**config.mk**
```make
export PLATFORM = sky130hd
export DESIGN_NAME = fifo_clkdiv_top
export DESIGN_NICKNAME = d
export VERILOG_FILES = /design/src/rtl/fifo_clkdiv_top.sv
export SDC_FILE = /design/constraint.sdc
export NUM_CORES = 1
export LEC_CHECK = 0
export CORE_ASPECT_RATIO = 0.6
export CORE_MARGIN = 10
export CORE_UTILIZATION = 35
export DETAILED_ROUTE_END_ITERATION = 10
export GPL_TIMING_DRIVEN = 0
export PLACE_DENSITY = 0.51
export SYNTH_ARGS = -nofsm -noshare
export SYNTH_HDL_FRONTEND = slang
export SYNTH_SLANG_ARGS = --single-unit
export TNS_END_PERCENT = 10
```
**constraint.sdc**
```tcl
create_clock -name clk -period 6.8 [get_ports clk]
set_input_delay 1.36 -clock clk [delete_from_list [all_inputs] [get_ports clk]]
set_output_delay 1.36 -clock clk [all_outputs]
set_load 0.01 [all_outputs]
```
**src/rtl/fifo_clkdiv_top.sv**
```systemverilog
// -----------------------------------------------------------------------------
// fifo_clkdiv_top
//
// Single-clock FIFO with a built-in rate divider. Two free-running counters
// produce a write tick every WDIV cycles and a read tick every RDIV cycles;
// the FIFO only honours winc/rinc on their respective ticks. Status flags and
// read data are registered.
//
// Optional feature macro: FIFO_ERR_FLAGS_EN
//   When defined, sticky ovf/udf outputs flag blocked writes/reads until reset.
//
// Ports:
//   clk    in   1      system clock, all state updates on rising edge
//   rst_n  in   1      synchronous reset, ACTIVE-HIGH (1 = reset) despite name
//   wdata  in   DSIZE  write data
//   winc   in   1      write request, level-sampled on write ticks
//   rinc   in   1      read request, level-sampled on read ticks
//   rdata  out  DSIZE  last popped word (registered)
//   full   out  1      FIFO holds 2^ASIZE words
//   empty  out  1      FIFO holds 0 words
//   ovf    out  1      sticky overflow  (FIFO_ERR_FLAGS_EN only)
//   udf    out  1      sticky underflow (FIFO_ERR_FLAGS_EN only)
// -----------------------------------------------------------------------------
module fifo_clkdiv_top #(
    parameter int DSIZE = 8,
    parameter int ASIZE = 4,
    parameter int WDIV  = 1,
    parameter int RDIV  = 1
) (
    input  logic             clk,
    input  logic             rst_n,
    input  logic [DSIZE-1:0] wdata,
    input  logic             winc,
    input  logic             rinc,
    output logic [DSIZE-1:0] rdata,
    output logic             full,
`ifdef FIFO_ERR_FLAGS_EN
    output logic             empty,
    output logic             ovf,
    output logic             udf
`else
    output logic             empty
`endif
);

    localparam int DEPTH = 1 << ASIZE;
    // Counter widths never drop below one bit so DIV=1 still has a legal flop.
    localparam int WCW = (WDIV > 1) ? $clog2(WDIV) : 1;
    localparam int RCW = (RDIV > 1) ? $clog2(RDIV) : 1;

    localparam logic [WCW-1:0]   WCNT_LAST = WCW'(WDIV - 1);
    localparam logic [RCW-1:0]   RCNT_LAST = RCW'(RDIV - 1);
    localparam logic [WCW-1:0]   WCNT_ONE  = WCW'(1);
    localparam logic [RCW-1:0]   RCNT_ONE  = RCW'(1);
    localparam logic [ASIZE-1:0] PTR_ONE   = ASIZE'(1);
    localparam logic [ASIZE:0]   CNT_ONE   = (ASIZE + 1)'(1);
    localparam logic [ASIZE:0]   CNT_FULL  = (ASIZE + 1)'(DEPTH);

    logic [WCW-1:0]   wcnt_q, wcnt_d;
    logic [RCW-1:0]   rcnt_q, rcnt_d;
    logic [ASIZE-1:0] wptr_q, wptr_d;
    logic [ASIZE-1:0] rptr_q, rptr_d;
    logic [ASIZE:0]   count_q, count_d;
    logic [DSIZE-1:0] rdata_q, rdata_d;
    logic             full_q, full_d;
    logic             empty_q, empty_d;
    logic [DSIZE-1:0] mem_q [DEPTH];

    logic wtick_s, rtick_s;
    logic wr_en_s, rd_en_s;

    // Ticks fire while the counter sits at zero, so the first cycle after
    // reset is a tick and DIV=1 keeps the tick permanently high.
    assign wtick_s = (wcnt_q == {WCW{1'b0}});
    assign rtick_s = (rcnt_q == {RCW{1'b0}});

    // Acceptance uses the registered (pre-edge) flags.
    assign wr_en_s = wtick_s & winc & ~full_q;
    assign rd_en_s = rtick_s & rinc & ~empty_q;

    // Divider counters: count 0..DIV-1 and wrap.
    always_comb begin
        wcnt_d = wcnt_q;
        rcnt_d = rcnt_q;
        if (wcnt_q == WCNT_LAST) begin
            wcnt_d = {WCW{1'b0}};
        end else begin
            wcnt_d = wcnt_q + WCNT_ONE;
        end
        if (rcnt_q == RCNT_LAST) begin
            rcnt_d = {RCW{1'b0}};
        end else begin
            rcnt_d = rcnt_q + RCNT_ONE;
        end
    end

    // FIFO next-state: pointers, occupancy, read data and flags.
    always_comb begin
        wptr_d  = wptr_q;
        rptr_d  = rptr_q;
        count_d = count_q;
        rdata_d = rdata_q;
        if (wr_en_s) begin
            wptr_d = wptr_q + PTR_ONE;
        end else begin
            wptr_d = wptr_q;
        end
        if (rd_en_s) begin
            rptr_d  = rptr_q + PTR_ONE;
            rdata_d = mem_q[rptr_q];
        end else begin
            rptr_d  = rptr_q;
            rdata_d = rdata_q;
        end
        case ({wr_en_s, rd_en_s})
            2'b10:   count_d = count_q + CNT_ONE;
            2'b01:   count_d = count_q - CNT_ONE;
            default: count_d = count_q;
        endcase
        // Flags come from the next-state count so they are exact after the edge.
        full_d  = (count_d == CNT_FULL);
        empty_d = (count_d == {(ASIZE + 1){1'b0}});
    end

    // Control state register; rst_n is an active-high synchronous reset.
    always_ff @(posedge clk) begin
        if (rst_n) begin
            wcnt_q  <= {WCW{1'b0}};
            rcnt_q  <= {RCW{1'b0}};
            wptr_q  <= {ASIZE{1'b0}};
            rptr_q  <= {ASIZE{1'b0}};
            count_q <= {(ASIZE + 1){1'b0}};
            rdata_q <= {DSIZE{1'b0}};
            full_q  <= 1'b0;
            empty_q <= 1'b1;
        end else begin
            wcnt_q  <= wcnt_d;
            rcnt_q  <= rcnt_d;
            wptr_q  <= wptr_d;
            rptr_q  <= rptr_d;
            count_q <= count_d;
            rdata_q <= rdata_d;
            full_q  <= full_d;
            empty_q <= empty_d;
        end
    end

    // Storage array is deliberately not reset; writes are suppressed in reset.
    always_ff @(posedge clk) begin
        if (wr_en_s && !rst_n) begin
            mem_q[wptr_q] <= wdata;
        end
    end

    assign rdata = rdata_q;
    assign full  = full_q;
    assign empty = empty_q;

`ifdef FIFO_ERR_FLAGS_EN
    logic ovf_q, ovf_d;
    logic udf_q, udf_d;

    // Sticky error flags: set on any blocked request, cleared only by reset.
    always_comb begin
        ovf_d = ovf_q | (wtick_s & winc & full_q);
        udf_d = udf_q | (rtick_s & rinc & empty_q);
    end

    // Error flag registers.
    always_ff @(posedge clk) begin
        if (rst_n) begin
            ovf_q <= 1'b0;
            udf_q <= 1'b0;
        end else begin
            ovf_q <= ovf_d;
            udf_q <= udf_d;
        end
    end

    assign ovf = ovf_q;
    assign udf = udf_q;
`endif

endmodule

```
==> summary.txt <==
Status
  – Status: finished, final reports clean

Layout
  – Fin cells: 637
  – Design Area, Final: 7250 µm²
  – Final nets: 409
  – Final core utilization: 42.2%
  – Layout area overhead: 18.0%
  – Layout cells sized above 1: 21.1%
  – N_diodes: 0

Worst setup path
  – CP peak stage delay: 0.61 ns
  – Worst EP arrival: 4.78 ns
  – Worst setup startpoint: winc
  – Largest delay share family, worst path: simple AND/OR/NAND/NOR gates
  – Crit-path max FO: 9
  – Cells along the critical path: clkdlybuf4s50_1 > nor3b_2 > clkinv_1 > ha_1 > o31ai_1 > nor3_1 > or4_4 > o41a_1 > a211oi_1
  – R2r startpoint: wcnt_q$_SDFF_PP0_
  – WP data required: 7.10 ns
  – Crit Path Category: input pin to register
  – RR Endpoint: empty$_SDFF_PP1_
  – CP max stage cell: or4_4
  – R2R Setup Slk: 3.38 ns
  – Worst R2R Path Depth: 8
  – WP buf/inv: 2
  – Crit path capture type: register
  – Worst setup SP type: input pin

GRT
  – Largest net degree at the start of global routing: 17
  – Grt ovf: 0
  – GRT Overall Usage: 12.0%
  – Vias in the first global route: 3,307
  – First-pass GRT wire length: 20,400 µm
  – Initial antenna violation count: 0

Min path
  – Hold EP: rdata[5]$_SDFFE_PP0P_
  – Hold Path Class: register to register
  – Hold_sp: rdata[5]$_SDFFE_PP0P_
  – Hold path cells: 2

Floorplanning
  – Chip width: 191 µm
  – Die area: 23,400 µm²
  – Core ar.: 17,200 µm²
  – Std cell rows: 37
  – Ports: 22
  – Initial core utilization: 35.8%
  – Die height: 123 µm

Timing
  – Final hold violation count: 0
  – Hold WS: 0.460 ns
  – Worst relative slew slack: 32.7%
  – Max frequency: 223 MHz
  – Final slew viol count: 0
  – Min Clock Period, post-route: 4.48 ns
  – Final worst path period share: 65.9%
  – Setup TNS: 0 ns
  – Slew @ Worst Pin: 1.01 ns
  – Worst Slack Setup Final: 2.32 ns
  – RSZ-0062 raised after global routing: false
  – Worst Skew: 0.0116 ns
  – # setup viols final: 0

Clocking
  – TritonCTS Sinks: 153
  – Clock root buffer: clkbuf_16
  – Cts hold-fix bufs: 0
  – Post-CTS setup buffers: 0
  – Number of H-tree levels: 4
  – Clk slew on worst S/H paths: 0.07 ns
  – CTS tree: yes
  – Clock Latency Late Sink: 0.41 ns
  – Post-CTS resize count: 0
  – Clock tree buffer depth: 2
  – Inserted Clock Buffers: 17

Place
  – Placed cell count: 605
  – DP Worst Slack: 1.98 ns
  – PortBufs: 20
  – RD Place Congestion: 0.847
  – Placed cell areas: 6660 µm²
  – Hpwl dp: 9490 µm

Power and ir drop
  – Leakage: 2.26 nW
  – Max VDD drop: 0.153 mV
  – Pwr Density: 292 nW/µm²
  – Pwr Total: 2.12 mW

Detailed routing
  – Total number of vias: 3,256
  – WL met2: 5410 µm
  – Avg Vias per Cell: 5.11
  – Top layer in use: met4
  – Met3 routed WL: 709 µm
  – Final WL: 13,500 µm
  – Met1 Routed Length: 7290 µm
  – Antenna Violating Nets Remaining: 0
  – DRT Pass-1 Iters: 5
  – DRC Markers: 0
  – Wirelength per Cell: 21.2 µm
  – Drt first-iter violations: 310

Job
  – Max Cap Viol: 0

Yosys
  – Netlist Area Pre-Place: 6140 µm²
  – Synth area leader: edfxtp_1
  – Gate Count Post-Synth: 349
  – Sequential area share after synthesis: 70.7%
  – Count of cell types in the netlist: 44
  – Ys async rst share: 0%
  – Post-synth EDFFs: 128
  – Flops & latches, synth: 153
  – Ys Warns: 0
  – Synth top area share: 62.6%
  – Synth Flop Type: edfxtp_1
  – Top post-synthesis cells by area: edfxtp_1 63%, mux4_2 15%, dfxtp_1 8.1%
  – Avg Inst Size Synth: 17.6 µm²
cell usage in the layout (no fill, tap or decap), types with 2 or more instances in the layout:
cell type	netlist	routed
nor4b_1	2	2
nand4_1	3	3
inv_6	0	4
nor3b_1	2	2
clkinv_4	0	2
clkinvlp_4	0	3
clkbuf_16	0	17
xor2_1	5	5
nand2b_1	3	3
a21oi_1	13	13
a21o_1	2	2
conb_1	1	2
buf_2	5	6
clkinv_1	1	3
inv_1	5	5
mux2i_1	2	2
mux4_2	40	40
clkbuf_1	14	14
nor3_1	9	6
dfxtp_1	25	25
nand2_1	28	28
nor2b_1	4	4
nor2_1	25	25
edfxtp_1	128	128
nor3_2	0	3
inv_8	0	2
clkdlybuf4s50_1	0	20
bufinv_16	0	2
ha_1	7	7
xnor2_1	3	3
synth_stat cells, types with 2 or more instances:
master	count
a21o_1	2
nand2b_1	3
a21oi_1	13
nor2_1	25
nor4b_1	2
xor2_1	5
nor3_1	9
dfxtp_1	25
mux4_2	40
ha_1	7
nor3b_1	2
inv_1	5
nand2_1	28
xnor2_1	3
mux2i_1	2
edfxtp_1	128
buf_2	5
nand4_1	3
clkbuf_1	14
nor2b_1	4
cell type report:
type / count / area (µm²)
Buffer: 21 / 92.6
Clock buffer: 17 / 425
Clock inverter: 15 / 165
Fill cell: 1531 / 9930
Inverter: 7 / 38.8
Multi-Input combinational cell: 169 / 1680
Sequential cell: 153 / 4340
Tap cell: 234 / 293
Timing Repair Buffer: 21 / 205
registers in the layout (all words and copies together) (netlist names):
name,cells
count_q,5
empty,1
full,1
mem_q,128
rcnt_q,1
rdata,8
rptr_q,4
wcnt_q,1
wptr_q,4
layer usage:
| layer | up-vias | global-route usage (%) |
|---|---|---|
| met5 | - | 0 |
| met4 | 0 | 3.38 |
| met3 | 9 | 3.09 |
| met2 | 79 | 15.8 |
| met1 | 1717 | 18.5 |
| li1 | 1451 | - |
tightest hold or removal path: cells and delay by family, from the launching register on:
| kind | cells | cell delay, ns |
|---|---|---|
| AND/OR/NAND/NOR | 1 | 0.05 |
| AO/OA/AOI/OAI | 1 | 0.05 |
| flip-flops | 1 | 0.31 |
how the worst max path moves through the flow:
stage | endpoint | cells past startpoint
2_1_floorplan | full$_SDFF_PP0_ | 8
3_3_place_gp | mem_q[3][7]$_DFFE_PP_ | 6
3_5_place_dp | empty$_SDFF_PP1_ | 9
4_1_cts | empty$_SDFF_PP1_ | 9
5_1_grt | empty$_SDFF_PP1_ | 9
6_report | empty$_SDFF_PP1_ | 9
where the power goes:
group,switching (mW),total [mW],internal (mW)
Clock,0.395,0.943,0.549
Sequential,0.00690,1.03,1.03
Combinational,0.0797,0.142,0.0623
cell families (layout without fill, tap and decap cells):
| group | count (synthesis) | after routing | share of synthesized area (%) |
|---|---|---|---|
| xor gates and xnor gates | 8 | 8 | 1.14 |
| DFF | 153 | 153 | 70.7 |
| AOI/OAI and AO/OA | 28 | 28 | 3.06 |
| and+or+nand+nor | 82 | 82 | 6.44 |
| muxes | 42 | 42 | 15.0 |
| buffers and inverters | 28 | 81 | 2.14 |
| other | 1 | 2 | 0.0611 |
| adders and majority gates | 7 | 7 | 1.43 |
(Power assumes the default switching activity.)
